===== config.mk =====
export PLATFORM = sky130hd
export DESIGN_NAME = neuron_mac_node
export DESIGN_NICKNAME = d
export VERILOG_FILES = /design/src/rtl/node_pkg.sv /design/src/rtl/node_weight_rf.sv /design/src/rtl/neuron_mac_node.sv
export SDC_FILE = /design/constraint.sdc
export NUM_CORES = 1
export LEC_CHECK = 0
export CAP_MARGIN = 5
export CORE_ASPECT_RATIO = 1.5
export CORE_MARGIN = 10
export CORE_UTILIZATION = 60
export CTS_BUF_LIST = sky130_fd_sc_hd__clkbuf_2
export DETAILED_ROUTE_END_ITERATION = 8
export PLACE_DENSITY = 0.83
export SLEW_MARGIN = 20
export SYNTH_ARGS = -nofsm -noshare
export SYNTH_HDL_FRONTEND = slang
export SYNTH_SLANG_ARGS = --single-unit

===== constraint.sdc =====
create_clock -name clk -period 10.3 [get_ports clk]
set_input_delay 3.09 -clock clk [delete_from_list [all_inputs] [get_ports clk]]
set_output_delay 3.09 -clock clk [all_outputs]
set_load 0.05 [all_outputs]

===== src/rtl/node_pkg.sv =====
// rtl/node_pkg.sv - shared FSM state, accumulator sizing and result helpers for neuron_mac_node
package node_pkg;

   // Working width of the result helpers; any legal accumulator fits inside it.
   localparam int MAXW = 128;

   typedef logic signed [MAXW-1:0] wide_t;

   typedef enum logic [1:0] {
      IDLE,
      MAC,
      ROUND,
      OUT
   } node_state_t;

   // Product width plus growth for N_IN terms plus the bias term.
   function automatic int acc_width(input int n_in, input int dw);
      return 2 * dw + $clog2(n_in) + 1;
   endfunction

   // Round-half-up then drop the fractional bits (arithmetic shift).
   function automatic wide_t round_shift(input wide_t acc, input int frac);
      wide_t half;
      wide_t res;
      if (frac > 0) begin
         half = wide_t'(1) <<< (frac - 1);
         res  = (acc + half) >>> frac;
      end else begin
         half = '0;
         res  = acc + half;
      end
      return res;
   endfunction

   // Clamp to the signed range of a dw-bit word.
   function automatic wide_t sat_dw(input wide_t r, input int dw);
      wide_t hi;
      wide_t lo;
      wide_t res;
      hi = (wide_t'(1) <<< (dw - 1)) - wide_t'(1);
      lo = -hi - wide_t'(1);
      if (r > hi)      res = hi;
      else if (r < lo) res = lo;
      else             res = r;
      return res;
   endfunction

   // Negative values become zero.
   function automatic wide_t relu(input wide_t v);
      wide_t res;
      if (v[MAXW-1]) res = '0;
      else           res = v;
      return res;
   endfunction

endpackage


===== src/rtl/node_weight_rf.sv =====
// rtl/node_weight_rf.sv - N_IN weights plus one bias word, sync write, sync clear, combinational read
module node_weight_rf
   import node_pkg::*;
#(
   parameter int N_IN = 15,
   parameter int DW   = 16,
   parameter int AW   = $clog2(N_IN + 1)
) (
   input  logic          clk,
   input  logic          reset,
   input  logic          we,
   input  logic [AW-1:0] wr_addr,
   input  logic [DW-1:0] wr_data,
   input  logic [AW-1:0] rd_addr,
   output logic [DW-1:0] rd_data,
   output logic [DW-1:0] bias
);

   // Entry N_IN holds the bias; 0..N_IN-1 are the weights.
   logic [DW-1:0] mem [N_IN+1];
   logic          wr_ok;
   logic          rd_ok;

   // Address range checks only exist when the address field can exceed the table.
   if ((2 ** AW) > (N_IN + 1)) begin : g_range_chk
      assign wr_ok = (wr_addr <= AW'(N_IN));
      assign rd_ok = (rd_addr <= AW'(N_IN));
   end else begin : g_range_full
      assign wr_ok = 1'b1;
      assign rd_ok = 1'b1;
   end

   // Clear everything on reset, otherwise take in-range writes.
   always_ff @(posedge clk) begin
      if (reset) begin
         for (int i = 0; i <= N_IN; i++) mem[i] <= '0;
      end else if (we && wr_ok) begin
         mem[wr_addr] <= wr_data;
      end
   end

   // Out-of-range read indices return zero.
   always_comb begin
      rd_data = '0;
      if (rd_ok) rd_data = mem[rd_addr];
   end

   assign bias = mem[N_IN];

endmodule


===== src/rtl/neuron_mac_node.sv =====
// rtl/neuron_mac_node.sv - one ReLU neuron, single time-shared multiplier; NEURON_MAC_NODE_SAT_EN selects saturation over wrap
module neuron_mac_node
   import node_pkg::*;
#(
   parameter int N_IN      = 15,
   parameter int DW        = 16,
   parameter int FRAC_BITS = 0,
   parameter int ACC_W     = acc_width(N_IN, DW)
) (
   input  logic                       clk,
   input  logic                       reset,
   input  logic                       w_we,
   input  logic [$clog2(N_IN+1)-1:0]  w_addr,
   input  logic [DW-1:0]              w_data,
   input  logic                       in_valid,
   output logic                       in_ready,
   input  logic [N_IN*DW-1:0]         in_vec,
   output logic                       out_valid,
   input  logic                       out_ready,
   output logic [DW-1:0]              out_data,
   output logic                       busy
);

   localparam int AW = $clog2(N_IN + 1);

   node_state_t              state;
   logic signed [ACC_W-1:0]  acc;
   logic [AW-1:0]            idx;
   logic [N_IN*DW-1:0]       x_reg;
   logic                     rf_we;
   logic [DW-1:0]            w_cur;
   logic [DW-1:0]            bias_rf;
   logic signed [DW-1:0]     bias_eff;
   logic signed [DW-1:0]     x_cur;
   logic signed [2*DW-1:0]   prod;
   logic [DW-1:0]            res_next;

   // Coefficients are only writable while no vector is in flight.
   assign rf_we = w_we && (state == IDLE);

   node_weight_rf #(
      .N_IN (N_IN),
      .DW   (DW),
      .AW   (AW)
   ) u_rf (
      .clk     (clk),
      .reset   (reset),
      .we      (rf_we),
      .wr_addr (w_addr),
      .wr_data (w_data),
      .rd_addr (idx),
      .rd_data (w_cur),
      .bias    (bias_rf)
   );

   // A bias write coinciding with an accept must seed this computation.
   assign bias_eff = (w_we && (w_addr == AW'(N_IN))) ? w_data : bias_rf;

   // Pick the captured input that pairs with the current weight.
   always_comb begin
      x_cur = '0;
      for (int i = 0; i < N_IN; i++) begin
         if (idx == AW'(i)) x_cur = x_reg[i*DW +: DW];
      end
   end

   assign prod = (2*DW)'(x_cur) * (2*DW)'($signed(w_cur));

`ifdef NEURON_MAC_NODE_SAT_EN
   assign res_next = DW'(relu(sat_dw(round_shift(wide_t'(acc), FRAC_BITS), DW)));
`else
   logic signed [DW-1:0] r_wrap;
   assign r_wrap   = DW'(round_shift(wide_t'(acc), FRAC_BITS));
   assign res_next = DW'(relu(wide_t'(r_wrap)));
`endif

   // Control FSM: capture, N_IN multiply-accumulates, round, hold until taken.
   always_ff @(posedge clk) begin
      if (reset) begin
         state     <= IDLE;
         acc       <= '0;
         idx       <= '0;
         x_reg     <= '0;
         out_valid <= 1'b0;
         out_data  <= '0;
         in_ready  <= 1'b1;
         busy      <= 1'b0;
      end else begin
         case (state)
            IDLE: begin
               if (in_valid) begin
                  x_reg    <= in_vec;
                  acc      <= ACC_W'(bias_eff) <<< FRAC_BITS;
                  idx      <= '0;
                  in_ready <= 1'b0;
                  busy     <= 1'b1;
                  state    <= MAC;
               end
            end
            MAC: begin
               acc <= acc + ACC_W'(prod);
               idx <= idx + AW'(1);
               if (idx == AW'(N_IN - 1)) state <= ROUND;
            end
            ROUND: begin
               out_data  <= res_next;
               out_valid <= 1'b1;
               state     <= OUT;
            end
            OUT: begin
               if (out_ready) begin
                  out_valid <= 1'b0;
                  in_ready  <= 1'b1;
                  busy      <= 1'b0;
                  state     <= IDLE;
               end
            end
            default: begin
               state <= IDLE;
            end
         endcase
      end
   end

endmodule


==> flow_summary.toml, run 1 <==
[synthesis]
yosys.area.top_type_share_pct = 26.41
yosysWarnings = 0
synth_top_area_cell = "edfxtp_1"
syn_area_um2 = 29110
async_flop_share_pct = 0
ys_top_cells_by_area = "edfxtp_1, dfxtp_1, nand2_1"
syn_avg_cell_area_um2 = 9.722
syn_inst = 2994
synth-edff-count = 256
yosysSeqAreaShare_pct = 45.94
synth_fp_nets = 3426
synth_cell_type_count = 80
synth_flop_cell = "dfxtp_1"
ys_ff_latch = 540

[layout]
syn_to_final_growth_pct = 14.59
nets = 3668
largest_reg_flops = 256
drive_gt1_share_pct = 10.98
fin_area_um2 = 33350

[global_route]
grt_usage_pct = 33.39
antenna_found_initial = 4
grt_pass1_vias = 24290
grt_pass1_wl_um = 144500
grt.overflow.total = 0
grt_max_degree = 221

[clock_tree]
clkTransAtPathRegs_ns = 0.12
clock_latency_ns = 1.22
post_cts_buffers = 0
clkSinkCount = 540
clock_path_buffers = 3
htree_levels = 3
cts_tree = "yes"
cts_made_buffers = 120
root_buffer = "clkbuf_2"
hold_buffers = 0
cts_resized = 0

[pwr]
p_per_area_nw_per_um2 = 215.4
ir_drop_mv = 0.2022
p_leak_uw = 0.01305
power_uw = 7186

[sta]
fin_crit_sh_pct = 86.83
max_clock_freq_mhz = 111.8
worst_slew_margin_rel_pct = 18.86
tightest_slew_ns = 1.213
fin_crit_ns = 8.944
hold_viol = 0
tns_ns = 0
setup_violations = 0
fin_worst_skew_ns = 0.1213
slew_violations = 0
layout_setup_ws_ns = 1.356
rsz0062_at_grt = "no"

[floorplan]
pin_count = 284
start_util_pct = 60.87
fp.coreArea_um2 = 47820
placementRows = 98
die_x_um = 199.8
die_area_um2 = 57910
die_h_um = 289.8

[route]
drc = 0
drt_wl_total_um = 96680
drtAntennaViolNets = 0
firstDrtPassIters = 8
avgViaCountPerCell = 6.050
wire_per_inst_um = 24.60
initialDrtViolationCount = 2583
dr_total_vias = 23780

[worst_setup_path]
worstPathRequired_ns = 11.37
end_kind = "flop"
arrival_ns = 10.01
crit_type = "reg2reg"
cp-start-kind = "flop"
crit_fanout = 47

[min_path]
hold_path_class = "reg2reg"

[placement]
place_area_um2 = 32200
dp_hpwl_um = 72040
gp_congestion = 1.060
port_buffers = 282
place_ws_ns = 1.622

[status]
outcome = "finished, final reports clean"

[flow_run]
drv_cap = 0
## power by group
part / switching (µW) / total, µW / internal [µW]
Combinational: 1830 / 3030 / 1210
Sequential: 276 / 2780 / 2510
Clock: 853 / 1370 / 516
## per-stage QoR
stage	cells	util [%]	hold WS, ns
2_1_floorplan	2994	-	0.4312
3_3_place_gp	3713	67.30	0.4410
3_5_place_dp	3713	67.33	0.4451
4_1_cts	3924	69.60	0.4609
5_1_grt	3930	69.75	0.4770
6_report	3930	69.75	0.4598
## worst max-delay path, cell delays in order, from the launching register on
cell       delay, ns
dfxtp_1         0.43
ha_2            0.83
buf_4           0.43
nor2b_1         0.17
o41ai_1         0.08
o2bb2ai_1       0.14
o21ai_0         0.54
a31oi_1         0.26
a211oi_2        0.50
nor2_1          0.14
fa_1            0.52
inv_1           0.05
fa_1            0.48
fa_1            0.52
fa_1            0.59
fa_1            0.44
fa_1            0.39
xor2_1          0.16
xnor2_1         0.19
xnor2_1         0.16
xnor2_1         0.16
xnor2_1         0.16
xnor3_1         0.36
xnor2_1         0.21
xnor3_1         0.36
xnor3_1         0.34
o22ai_1         0.19
## final cells by class
class                   instances  area, µm²
fillers                      3659      14470
multi-input cells            2044      14150
flip-flops and latches        540      13380
repair buffers                330       3232
clock buffers                 181      905.9
inverters                     200      750.7
well taps                     600      750.7
clock inverters                30      177.7
diodes                          5      12.51
## cell families after synthesis
kind of cell / count (synthesis) / share of synthesized area, %
mux: 106 / 7.028
fa+ha+maj: 167 / 9.577
xor+xnor: 38 / 1.358
buf+inv: 410 / 5.850
compound gates: 552 / 11.02
other cells: 1 / 0.01288
flops: 540 / 45.94
simple gates: 1180 / 19.21
## layer usage
layer  vias up  share of wire [%]  track usage, %
met4         0                7.5           23.55
met1     11400                 34           36.40
met5         -                  0               0
li1      10680                  -               -
met3       360                8.1           6.299
met2      1341                 50           57.57
## worst paths after layout
check	startpoint	endpoint	slack, ns	cells past startpoint
max reg2reg	idx[0]	acc[15]	1.36	26
max	idx[0]	acc[15]	1.36	26
min reg2reg	x_reg[230]	x_reg[230]	0.46	2
min	x_reg[230]	x_reg[230]	0.46	2
## synthesized netlist by cell type, types with 25 or more instances
cell,n
a21oi_1,331
nand3b_1,25
xnor2_1,27
nand2_1,581
inv_1,197
nand3_1,25
nor2_1,145
mux4_2,55
clkbuf_1,147
nor2b_1,33
edfxtp_1,256
ha_1,74
buf_2,30
and2_1,260
dfxtp_1,284
nand2b_1,44
fa_1,93
o21ai_0,68
## layout by cell type, fill, tap and decap left out, types with 7 or more instances in the layout
cell type        Yosys  final
mux2_2              16     16
o21ai_0             68     56
dfxtp_1            284    281
xnor2_1             27     27
buf_4               11     45
nor2_1             145    142
nand2b_1            44     44
nand3b_1            25     25
mux2i_1             18     18
a21oi_1            331    331
and3_1               9      9
ha_1                74     70
a221oi_1            13     13
or2_2               13     13
and2_1             260    259
nor2b_1             33     33
o21ai_2              4     12
nor3_1              17     17
inv_1              197    197
mux4_1              17     17
a311oi_1             7      7
o221ai_1             7      7
o21a_1               9      9
edfxtp_1           256    256
o22ai_1             10     10
clkdlybuf4s50_1      0    281
fa_1                93     93
mux4_2              55     55
nand3_1             25     25
a211oi_1            12     12
a31oi_1             19     19
clkbuf_2             0    181
nand2_1            581    580
clkinv_1             1     21
o211ai_1            16     16
No activity file was read; power rests on OpenSTA's default activity.
==> run 2, diff against run 1 <==
--- a/config.mk
+++ b/config.mk
@@ -11,7 +11,7 @@
 export CORE_UTILIZATION = 60
 export CTS_BUF_LIST = sky130_fd_sc_hd__clkbuf_2
 export DETAILED_ROUTE_END_ITERATION = 8
-export PLACE_DENSITY = 0.83
+export PLACE_DENSITY_LB_ADDON = 0.25
 export SLEW_MARGIN = 20
 export SYNTH_ARGS = -nofsm -noshare
 export SYNTH_HDL_FRONTEND = slang
==> constraint.sdc (replaced) <==
create_clock -name clk -period 8.65 [get_ports clk]
set_input_delay 2.595 -clock clk [delete_from_list [all_inputs] [get_ports clk]]
set_output_delay 2.595 -clock clk [all_outputs]
set_load 0.005 [all_outputs]
==> run 2 against run 1 <==
Final cell count is 0.89% higher. Setup slack worse by 0.96 ns. Cell area increased by 1.1%. Critical endpoint unchanged.
==> flow_summary.toml, run 2 (same netlist as run 1, synthesis figures left out) <==
[pwr]
p_leak_uw = 0.01322
ir_drop_mv = 0.2891
power_uw = 8633
p_per_area_nw_per_um2 = 256.1

[clock_tree]
cts_resized = 0
clkSinkCount = 540
cts_made_buffers = 121
htree_levels = 3
root_buffer = "clkbuf_2"
clkTransAtPathRegs_ns = 0.13
clock_path_buffers = 3
cts_tree = "yes"
post_cts_buffers = 0
hold_buffers = 0
clock_latency_ns = 1.25

[sta]
max_clock_freq_mhz = 121.1
worst_slew_margin_rel_pct = 21.03
tns_ns = 0
tightest_slew_ns = 1.180
layout_setup_ws_ns = 0.3927
setup_violations = 0
fin_worst_skew_ns = 0.1145
rsz0062_at_grt = "no"
hold_viol = 0
slew_violations = 0
fin_crit_ns = 8.257
fin_crit_sh_pct = 95.46

[global_route]
grt_pass1_vias = 24230
grt.overflow.total = 0
grt_usage_pct = 33.37
antenna_found_initial = 1
grt_max_degree = 226
grt_pass1_wl_um = 144600

[worst_setup_path]
crit_slowest_cell = "o21ai_0"
critical_path.top_delay_family = "adder cells"
reg2reg_depth = 26
crit_fanout = 32
end_kind = "flop"
crit_top_cell = "fa_1"
worst-path-buf-inv = 3
reg2reg_from = "idx[0]"
crit_type = "reg2reg"
crit_end = "acc[15]"
rrSetupSlack_ns = 0.39
worst-path-stages = 26
cp-startpoint = "idx[0]"
slowest_delay_ns = 0.69
timing.rr.end = "acc[15]"
cp-start-kind = "flop"
worstPathRequired_ns = 9.78
arrival_ns = 9.39

[placement]
gp_congestion = 1.023
dp_hpwl_um = 73230
place_area_um2 = 32420
port_buffers = 282
place_ws_ns = 0.5410

[floorplan]
fp.coreArea_um2 = 47820
placementRows = 98
pin_count = 284
start_util_pct = 60.87
die_h_um = 289.8
die_area_um2 = 57910
die_x_um = 199.8

[route]
drt_wl_total_um = 96740
avgViaCountPerCell = 5.980
initialDrtViolationCount = 2130
firstDrtPassIters = 8
wire_per_inst_um = 24.40
dr_total_vias = 23710
drtAntennaViolNets = 0
drc = 0

[status]
outcome = "finished, final reports clean"

[layout]
largest_reg_flops = 256
fill_cells = 3627
drive_gt1_share_pct = 11.54
nets = 3693
layout_common_cells = "nand2_1, a21oi_1, dfxtp_1, clkdlybuf4s50_1, and2_1"
fin_area_um2 = 33710
layout_commonest_cell = "nand2_1"
syn_to_final_growth_pct = 15.81

[min_path]
hold_path_class = "reg2reg"

[flow_run]
drv_cap = 0
==> run 2: cell count changes in the layout (fill, tap and decap cells not counted), sizes merged <==
cell    before  now
inv        201  204
buf         48   72
bufinv       2    5
clkbuf     182  175
clkinv      27   41
diode        5    3
==> run 2: cell type report <==
type | count | area [µm²] | share of cell area (%)
Timing Repair Buffer | 354 | 3430 | 10.17
Tap cell | 600 | 750.7 | 2.227
Inverter | 200 | 750.7 | 2.227
Multi-Input combinational cell | 2044 | 14160 | 41.99
Clock inverter | 50 | 366.6 | 1.087
Antenna cell | 3 | 7.507 | 0.02227
Sequential cell | 540 | 13380 | 39.69
Clock buffer | 174 | 870.8 | 2.583
==> run 2: power breakdown <==
| group | switching, µW | internal (µW) | leakage, µW |
|---|---|---|---|
| combinational | 2120 | 1460 | 0.00735 |
| sequential | 296 | 2980 | 0.00497 |
| clock | 1060 | 714 | 0.000900 |
==> run 2: per-stage QoR <==
step,std cells,utilization [%],hold slack (ns)
after floorplan,2994,-,0.4312
after global placement,3738,67.76,0.4463
after global routing,3963,70.48,0.4780
after CTS,3962,70.38,0.4643
final,3965,70.49,0.4678
after detailed placement,3738,67.80,0.4477
==> run 2: worst register-to-register path, stage by stage (launching register included) <==
cell	delay, ns
dfxtp_1	0.42
ha_2	0.59
inv_2	0.32
nand3_1	0.16
a21oi_1	0.06
o21ai_0	0.69
a31oi_1	0.22
a211oi_2	0.20
buf_4	0.20
nor2_1	0.07
fa_1	0.51
inv_1	0.05
fa_1	0.55
fa_1	0.46
fa_1	0.57
fa_1	0.44
fa_1	0.39
xor2_1	0.16
xnor2_1	0.20
xnor2_1	0.16
xnor2_1	0.17
xnor2_1	0.16
xnor3_1	0.34
xnor2_1	0.21
xnor3_1	0.36
xnor3_1	0.35
o22ai_1	0.16
==> run 2: worst min path at each step <==
stage               startpoint          to  slack, ns  cells past startpoint
floorplan           x_reg[120]  x_reg[120]       0.43                      2
global placement     x_reg[86]   x_reg[86]       0.45                      2
detailed placement   x_reg[99]   x_reg[99]       0.45                      2
CTS                  x_reg[13]   x_reg[13]       0.46                      2
global route         x_reg[84]   x_reg[84]       0.48                      2
finish               x_reg[13]   x_reg[13]       0.47                      2
==> run 2: per-layer routing <==
| layer | global-route usage, % | vias to the layer above | share of wire [%] |
|---|---|---|---|
| met2 | 58.93 | 1184 | 51 |
| met1 | 35.77 | 11500 | 34 |
| li1 | - | 10720 | - |
| met4 | 21.73 | 0 | 6.8 |
| met3 | 6.450 | 305 | 7.5 |
| met5 | 0 | - | 0 |
